`src/rtl/i2c_slave_rx.sv`:
```
// rtl/i2c_slave_rx.sv - I2C write-only target: START/STOP detect, address match, ACK, byte delivery
module i2c_slave_rx #(
    parameter logic [6:0] SLAVE_ADDR  = 7'h42,
    parameter int         SYNC_STAGES = 2
) (
    input  logic       clk,
    input  logic       rst,
    input  logic       scl_in,
    input  logic       sda_in,
    output logic       sda_oe,
    output logic [7:0] data_out,
    output logic       data_valid,
    output logic       addr_match,
    output logic       busy
);

    localparam logic [2:0] ST_IDLE   = 3'd0;
    localparam logic [2:0] ST_ADDR   = 3'd1;
    localparam logic [2:0] ST_ACK_A  = 3'd2;
    localparam logic [2:0] ST_DATA   = 3'd3;
    localparam logic [2:0] ST_ACK_D  = 3'd4;
    localparam logic [2:0] ST_IGNORE = 3'd5;

    logic [SYNC_STAGES-1:0] scl_sync;
    logic [SYNC_STAGES-1:0] sda_sync;
    logic                   scl_prev;
    logic                   sda_prev;
    logic                   scl_s;
    logic                   sda_s;
    logic                   scl_rise;
    logic                   scl_fall;
    logic                   start_det;
    logic                   stop_det;

    logic [2:0]             state;
    logic [2:0]             bit_cnt;
    logic [7:0]             shift_reg;
    logic [7:0]             shift_next;

    // Idle bus is high, so the synchronizers reset to 1 to avoid a false START on release.
    always_ff @(posedge clk or posedge rst) begin
        if (rst) begin
            scl_sync <= {SYNC_STAGES{1'b1}};
            sda_sync <= {SYNC_STAGES{1'b1}};
            scl_prev <= 1'b1;
            sda_prev <= 1'b1;
        end else begin
            scl_sync <= {scl_sync[SYNC_STAGES-2:0], scl_in};
            sda_sync <= {sda_sync[SYNC_STAGES-2:0], sda_in};
            scl_prev <= scl_s;
            sda_prev <= sda_s;
        end
    end

    assign scl_s      = scl_sync[SYNC_STAGES-1];
    assign sda_s      = sda_sync[SYNC_STAGES-1];
    assign scl_rise   = scl_s & ~scl_prev;
    assign scl_fall   = ~scl_s & scl_prev;
    assign start_det  = scl_s & ~sda_s & sda_prev;
    assign stop_det   = scl_s & sda_s & ~sda_prev;
    assign shift_next = {shift_reg[6:0], sda_s};
    assign busy       = (state != ST_IDLE);

    always_ff @(posedge clk or posedge rst) begin
        if (rst) begin
            state      <= ST_IDLE;
            bit_cnt    <= 3'd0;
            shift_reg  <= 8'h00;
            sda_oe     <= 1'b0;
            data_out   <= 8'h00;
            data_valid <= 1'b0;
            addr_match <= 1'b0;
        end else begin
            data_valid <= 1'b0;
            if (start_det) begin
                state      <= ST_ADDR;
                bit_cnt    <= 3'd0;
                sda_oe     <= 1'b0;
                addr_match <= 1'b0;
            end else if (stop_det) begin
                state      <= ST_IDLE;
                bit_cnt    <= 3'd0;
                sda_oe     <= 1'b0;
                addr_match <= 1'b0;
            end else begin
                case (state)
                    ST_ADDR: begin
                        if (scl_rise) begin
                            shift_reg <= shift_next;
                            bit_cnt   <= bit_cnt + 3'd1;
                            if (bit_cnt == 3'd7) begin
                                if (shift_next[7:1] == SLAVE_ADDR && !shift_next[0])
                                    state <= ST_ACK_A;
                                else
                                    state <= ST_IGNORE;
                            end
                        end
                    end
                    // sda_oe doubles as the ACK phase flag: first SCL fall drives, second releases.
                    ST_ACK_A, ST_ACK_D: begin
                        if (scl_fall) begin
                            if (!sda_oe) begin
                                sda_oe     <= 1'b1;
                                addr_match <= 1'b1;
                            end else begin
                                sda_oe  <= 1'b0;
                                state   <= ST_DATA;
                                bit_cnt <= 3'd0;
                            end
                        end
                    end
                    ST_DATA: begin
                        if (scl_rise) begin
                            shift_reg <= shift_next;
                            bit_cnt   <= bit_cnt + 3'd1;
                            if (bit_cnt == 3'd7) begin
                                data_out   <= shift_next;
                                data_valid <= 1'b1;
                                state      <= ST_ACK_D;
                            end
                        end
                    end
                    default: begin
                        sda_oe <= 1'b0;
                    end
                endcase
            end
        end
    end

endmodule

```
`config.mk`:
```
export PLATFORM = sky130hd
export DESIGN_NAME = i2c_slave_rx
export DESIGN_NICKNAME = d
export VERILOG_FILES = /design/src/rtl/i2c_slave_rx.sv
export SDC_FILE = /design/constraint.sdc
export NUM_CORES = 1
export LEC_CHECK = 0
export BUFFER_PORTS_ARGS = -buffer_cell sky130_fd_sc_hd__buf_2
export CELL_PAD_IN_SITES_DETAIL_PLACEMENT = 2
export CELL_PAD_IN_SITES_GLOBAL_PLACEMENT = 2
export CORE_MARGIN = 2
export CORE_UTILIZATION = 35
export DETAILED_ROUTE_END_ITERATION = 12
export PLACE_DENSITY = 0.67
export RECOVER_POWER = 25
export SETUP_SLACK_MARGIN = 0.05
export SYNTH_ARGS = -nofsm -noshare
export SYNTH_HDL_FRONTEND = slang
export SYNTH_SLANG_ARGS = --single-unit
```
`constraint.sdc`:
```
create_clock -name clk -period 2 [get_ports clk]
set_input_delay 0.3 -clock clk [delete_from_list [all_inputs] [get_ports clk]]
set_output_delay 0.3 -clock clk [all_outputs]
set_load 0.02 [all_outputs]
```
# Word-level counts from Yosys, hierarchy flattened
# Index checks and enable logic that the tools add are counted.
# totals
out_inout_bits	12
ff_bits	30
input_bits	4
# op_classes
reduce_logical	15
muxes	31
n_eq_ne	15
n_addsub	1
n_bitwise	12
# op_table
op	count
two-way mux 3 bit	14
inequality test 4 bit (second input constant)	6
two-way mux 1 bit	14
one-hot mux 3 bit (3 select lines)	1
nonzero test 3 bit	3
AND reduction 4 bit	2
== test 7 bit (second input constant)	1
AND reduction 7 bit	1
bitwise AND 1 bit	6
== test 3 x 2 -> 1 bit (second input constant)	2
== test 3 bit (second input constant)	2
inequality test 3 x 1 -> 1 bit (second input constant)	2
inverter 1 bit	6
one-hot mux 3 bit (2 select lines)	1
AND reduction 5 bit	1
nonzero test 5 bit	1
inequality test 4 x 1 -> 1 bit (second input constant)	1
nonzero test 4 bit	1
OR reduction 2 bit	2
adder 3 x 1 -> 3 bit (second input constant)	1
== test 3 x 1 -> 1 bit (second input constant)	1
AND reduction 3 bit	1
one-hot mux 1 bit (2 select lines)	1
AND reduction 2 bit	1
other kinds (2)	2

# Depth between registers and ports, before layout
# logic_depth
depth_word	8
mapped_depth	6
mapped_depth_nobuf	6

# Worst setup path before layout
# OpenSTA, ideal clock, no wires.
# synth_timing
path_kind	reg2reg
start	register sda_sync[1]
end	register state[2]
setup_slack_ps	248
arrival_time_ps	1623
stages_incl_launch_ff	6
setup_time_ps	129
t_required_ps	1871
period_less_slack_ps	1752
cell_sequence	dfstp_2 -> buf_4 -> xor2_1 -> a211oi_1 -> a21o_1 -> a2111o_1
# synth_between
elab_chain_len	8
word_cells_on_any_way	21
cone_classes	6 x eq/ne; 6 x mux; 5 x bitwise; 4 x reduce/logical
# synth_lines
element	line_no	text
start: declaration	25	logic [SYNC_STAGES-1:0] sda_sync;
start signal: assignment	44	sda_sync <= {SYNC_STAGES{1'b1}};
start signal: assignment	49	sda_sync <= {sda_sync[SYNC_STAGES-2:0], sda_in};
zero test 1 bit	92	if (shift_next[7:1] == SLAVE_ADDR && !shift_next[0])
logical AND 1 bit	92	
two-way mux 3 bit	92	
two-way mux 3 bit	91	if (bit_cnt == 3'd7) begin
two-way mux 3 bit	88	if (scl_rise) begin
one-hot mux 3 bit (3 select lines)	86	case (state)
two-way mux 3 bit	80	end else if (stop_det) begin
two-way mux 3 bit	75	if (start_det) begin
end signal: assignment	76	state <= ST_ADDR;
end signal: assignment	81	state <= ST_IDLE;
end signal: assignment	93	state <= ST_ACK_A;
end: declaration	35	logic [2:0] state;
# Several ways; a longest one is shown, not always the timed one. The select of a mux whose other input is x is not followed.
# A chain may end at the register's enable or synchronous reset.

# Worst setup path in the final report
# layout_timing
start	register state[2]
end	register state[2]
# layout_between
elab_chain_len	5
word_cells_on_any_way	16
cone_classes	10 x eq/ne; 3 x mux; 3 x reduce/logical
# layout_lines
element	line_no	text
start signal: assignment	66	state <= ST_IDLE;
start signal: assignment	76	
start signal: assignment	81	
== test 3 x 2 -> 1 bit or == test 3 bit (tied branches)	86	
OR reduction 2 bit	86	
one-hot mux 3 bit (3 select lines)	86	
two-way mux 3 bit	80	
two-way mux 3 bit	75	
# Several ways; a longest one is shown, not always the timed one.

==> metrics.txt <==
# TYPE chip_impl_metric gauge
chip_impl_metric{name="dp.final_hpwl",unit="µm"} 2370
chip_impl_metric{name="cts_buffers",unit=""} 5
chip_impl_metric{name="postSynthRegisterBits",unit=""} 30
chip_impl_metric{name="floorplan.die_area",unit="mm²"} 0.00458
chip_impl_metric{name="routed-via-count",unit=""} 952
chip_impl_metric{name="yosys_warnings",unit=""} 0
chip_impl_info{name="grt_setup_unrepaired",value="false"} 1
chip_impl_metric{name="gpl.final_weighted_congestion",unit=""} 0.784
chip_impl_info{name="crit_path_start_kind",value="flip-flop"} 1
chip_impl_metric{name="first_global_vias",unit=""} 1064
chip_impl_metric{name="htreeDepth",unit=""} 2
chip_impl_metric{name="chipHeight",unit="µm"} 67.7
chip_impl_metric{name="grt_pass1_wl",unit="µm"} 5480
chip_impl_info{name="clock_tree.root_cell",value="sky130_fd_sc_hd__clkbuf_8"} 1
chip_impl_metric{name="setup_viol",unit=""} 0
chip_impl_metric{name="max_clock_freq",unit="MHz"} 555
chip_impl_metric{name="dp_worst_setup_slack",unit="ns"} 0.150
chip_impl_metric{name="drt_iter0_markers",unit=""} 17
chip_impl_metric{name="report.final.hold_viol_count",unit=""} 0
chip_impl_metric{name="drt_pass1_iterations",unit=""} 3
chip_impl_info{name="min-delay-path-class",value="in -> reg"} 1
chip_impl_metric{name="floorplan.io_pins",unit=""} 16
chip_impl_metric{name="nNetsFinal",unit=""} 139
chip_impl_metric{name="rows",unit=""} 23
chip_impl_metric{name="detail_route.wl_per_cell",unit="µm"} 17.4
chip_impl_metric{name="area_added_between_synthesis_and_finish",unit="%"} 16.0
chip_impl_metric{name="synth_largest_type_area_fraction",unit=""} 0.423
chip_impl_metric{name="final_min_period_over_clock_period",unit=""} 0.902
chip_impl_metric{name="antenna_found_initial",unit=""} 0
chip_impl_metric{name="die_width",unit="µm"} 67.7
chip_impl_metric{name="timing.setup.tns",unit="ns"} 0
chip_impl_info{name="synth_top_flop_cell",value="sky130_fd_sc_hd__dfrtp_1"} 1
chip_impl_metric{name="global_route_usage_over_all_layers",unit=""} 0.168
chip_impl_metric{name="regArea",unit="µm²"} 758
chip_impl_metric{name="grt_remaining_overflow",unit=""} 0
chip_impl_metric{name="worstRegToRegCells",unit=""} 4
chip_impl_metric{name="cp_max_fo",unit=""} 10
chip_impl_metric{name="syn_nets",unit=""} 118
chip_impl_metric{name="detail_route.drc_violations",unit=""} 0
chip_impl_metric{name="path_clk_slew",unit="ns"} 0.06
chip_impl_metric{name="clock_network_latency_to_the_later_pin_of_the_worst_skew_pair",unit="ns"} 0.29
chip_impl_metric{name="synth_cell_types",unit=""} 42
chip_impl_metric{name="synthesis.area",unit="mm²"} 0.00142
chip_impl_metric{name="antenna_violating_nets_post_route",unit=""} 0
chip_impl_metric{name="core-area",unit="mm²"} 0.00394
chip_impl_metric{name="initial_utilization",unit=""} 0.360
chip_impl_metric{name="max_ffs_per_register",unit=""} 8
chip_impl_metric{name="post-cts-setup-buffers",unit=""} 0
chip_impl_metric{name="synth-seq-area-share",unit=""} 0.534
chip_impl_metric{name="pwr_density_cell",unit="mW/mm²"} 1040
chip_impl_info{name="status",value="finished with violations"} 1
chip_impl_metric{name="tritoncts_num_sinks",unit=""} 30
chip_impl_metric{name="detail_route.vias_per_cell",unit=""} 5.17
chip_impl_metric{name="post-route-worst-setup-slack",unit="ns"} 0.197
chip_impl_metric{name="grt_max_degree",unit=""} 31
chip_impl_metric{name="cap_violations",unit=""} 1
chip_impl_metric{name="syn_inst",unit=""} 112
chip_impl_metric{name="fin_worst_skew",unit="ns"} 0.00827
chip_impl_metric{name="ir_drop",unit="mV"} 0.679
chip_impl_info{name="critPathCaptureType",value="flip-flop"} 1
chip_impl_metric{name="power_leakage",unit="µW"} 0.000799
chip_impl_metric{name="port_buffers",unit=""} 15
chip_impl_metric{name="slew_viol_final",unit=""} 31
chip_impl_metric{name="relative_slew_margins",unit=""} -0.0909
chip_impl_metric{name="worst_ep_required_time",unit="ns"} 2.16
chip_impl_info{name="critical_setup_path_class",value="reg -> reg"} 1
chip_impl_metric{name="asyncSetResetFlopFracSynth",unit=""} 1.00
chip_impl_metric{name="multi_input_gate_area_in_the_final_layout",unit="µm²"} 616
chip_impl_metric{name="drt-total-wl",unit="µm"} 3200
chip_impl_metric{name="post_route_cells_drive_above_1_share",unit=""} 0.410
chip_impl_info{name="synth.area.top_cells",value="sky130_fd_sc_hd__dfrtp_1 42%, sky130_fd_sc_hd__mux2_2 12%, sky130_fd_sc_hd__dfstp_2 11%"} 1
chip_impl_metric{name="tightestPinTransition",unit="ns"} 1.64
chip_impl_metric{name="antennaDiodeCount",unit=""} 0
chip_impl_metric{name="worst-endpoint-arrival",unit="ns"} 1.97
chip_impl_info{name="tritoncts",value="yes"} 1
chip_impl_info{name="violations_in_the_final_reports",value="max-capacitance violations, max-slew violations"} 1
chip_impl_metric{name="layout_min_cycle_time",unit="ns"} 1.80
chip_impl_metric{name="avgSynthCellArea",unit="µm²"} 12.7
chip_impl_metric{name="clockBufferDepth",unit=""} 2
chip_impl_info{name="yosysTopAreaCell",value="sky130_fd_sc_hd__dfrtp_1"} 1
chip_impl_metric{name="fillCellCount",unit=""} 404
chip_impl_metric{name="worst_hold_path.num_cells",unit=""} 1
chip_impl_metric{name="synth-edff-count",unit=""} 0
## layout by cell type (no fill, tap or decap), types with 2 or more instances in the layout
cell type	synthesis	layout
sky130_fd_sc_hd__dfrtp_1	24	24
sky130_fd_sc_hd__mux2_2	15	15
sky130_fd_sc_hd__buf_2	1	15
sky130_fd_sc_hd__nand2_1	9	9
sky130_fd_sc_hd__inv_1	6	6
sky130_fd_sc_hd__nor2_1	6	6
sky130_fd_sc_hd__clkbuf_8	0	6
sky130_fd_sc_hd__dfstp_2	6	6
sky130_fd_sc_hd__mux2i_1	3	3
sky130_fd_sc_hd__o21ai_0	3	3
sky130_fd_sc_hd__xnor2_1	2	2
sky130_fd_sc_hd__a211oi_1	2	2
sky130_fd_sc_hd__o31ai_1	2	2
sky130_fd_sc_hd__nand3_1	2	2
sky130_fd_sc_hd__ha_1	2	2
sky130_fd_sc_hd__buf_4	2	2
## logic make-up (layout without fill, tap and decap cells)
family                     after synthesis  after routing  share of synthesized area
DFF                                     30             30                      0.534
xor gates and xnor gates                 3              3                     0.0185
muxes                                   18             18                      0.140
AOI/OAI and AO/OA                       19             19                      0.101
and+or+nand+nor                         30             30                      0.151
adders and majority gates                2              2                     0.0176
buffers and inverters                   10             32                     0.0379
## cells in the mapped netlist, types with 2 or more instances
library cell / count
sky130_fd_sc_hd__dfrtp_1: 24
sky130_fd_sc_hd__mux2_2: 15
sky130_fd_sc_hd__nand2_1: 9
sky130_fd_sc_hd__dfstp_2: 6
sky130_fd_sc_hd__inv_1: 6
sky130_fd_sc_hd__nor2_1: 6
sky130_fd_sc_hd__mux2i_1: 3
sky130_fd_sc_hd__o21ai_0: 3
sky130_fd_sc_hd__a211oi_1: 2
sky130_fd_sc_hd__buf_4: 2
sky130_fd_sc_hd__ha_1: 2
sky130_fd_sc_hd__nand3_1: 2
sky130_fd_sc_hd__o31ai_1: 2
sky130_fd_sc_hd__xnor2_1: 2
## worst max-delay path, cell delays in order (launching register included)
cell	delay [ns]
sky130_fd_sc_hd__dfrtp_1	0.50
sky130_fd_sc_hd__nor3b_2	0.40
sky130_fd_sc_hd__o21ai_2	0.15
sky130_fd_sc_hd__a21o_1	0.22
sky130_fd_sc_hd__a2111o_1	0.40
## layer usage
layer / vias to the layer above / part of all wire / GRT usage
li1: 444 / - / -
met1: 493 / 0.43 / 0.202
met2: 9 / 0.54 / 0.284
met3: 6 / 0.016 / 0.0500
met4: 0 / 0.014 / 0.0612
met5: - / 0 / 0
## final timing paths
path                             start           to  slack [ns]
max                           state[2]     state[2]        0.20
max in group asynchronous          rst  data_out[3]        0.47
min in group asynchronous          rst   bit_cnt[1]        0.58
min                             sda_in  sda_sync[0]        0.11
min reg2reg                scl_sync[0]  scl_sync[1]        0.36
max reg2reg                   state[2]     state[2]        0.20
## through the flow
| stage | hold WS, ns | instance area, µm² | utilization | instances | power (µW) |
|---|---|---|---|---|---|
| 2_1_floorplan | 0.304 | 1420 | - | 112 | 1100 |
| 3_3_place_gp | 0.347 | 1550 | 0.393 | 176 | 1180 |
| 3_5_place_dp | 0.353 | 1550 | 0.393 | 176 | 1210 |
| 4_1_cts | 0.0957 | 1640 | 0.417 | 184 | 1740 |
| 5_1_grt | 0.0881 | 1650 | 0.418 | 184 | 1820 |
| 6_report | 0.111 | 1650 | 0.418 | 184 | 1710 |
## report_power, final
part           leakage (µW)  switching, µW  internal [µW]
logic              0.000365            215            183
clock network     0.0000472            241            276
registers          0.000386            108            688
total              0.000799            564           1150
## timing repair
action / CTS / global route
hold buffers: 0 / 0
hold endpoints to repair: 0 / 0
setup endpoints to repair: 0 / 1
resized for setup: 0 / 1
## area by class of cell
cell class              count  share of cell area
clock inverters             2             0.00759
well taps                  50              0.0380
flip-flops and latches     30               0.460
repair buffers             18              0.0569
clock buffers               6              0.0501
inverters                   6              0.0137
multi-input cells          72               0.374
No activity file was read; power rests on OpenSTA's default activity.
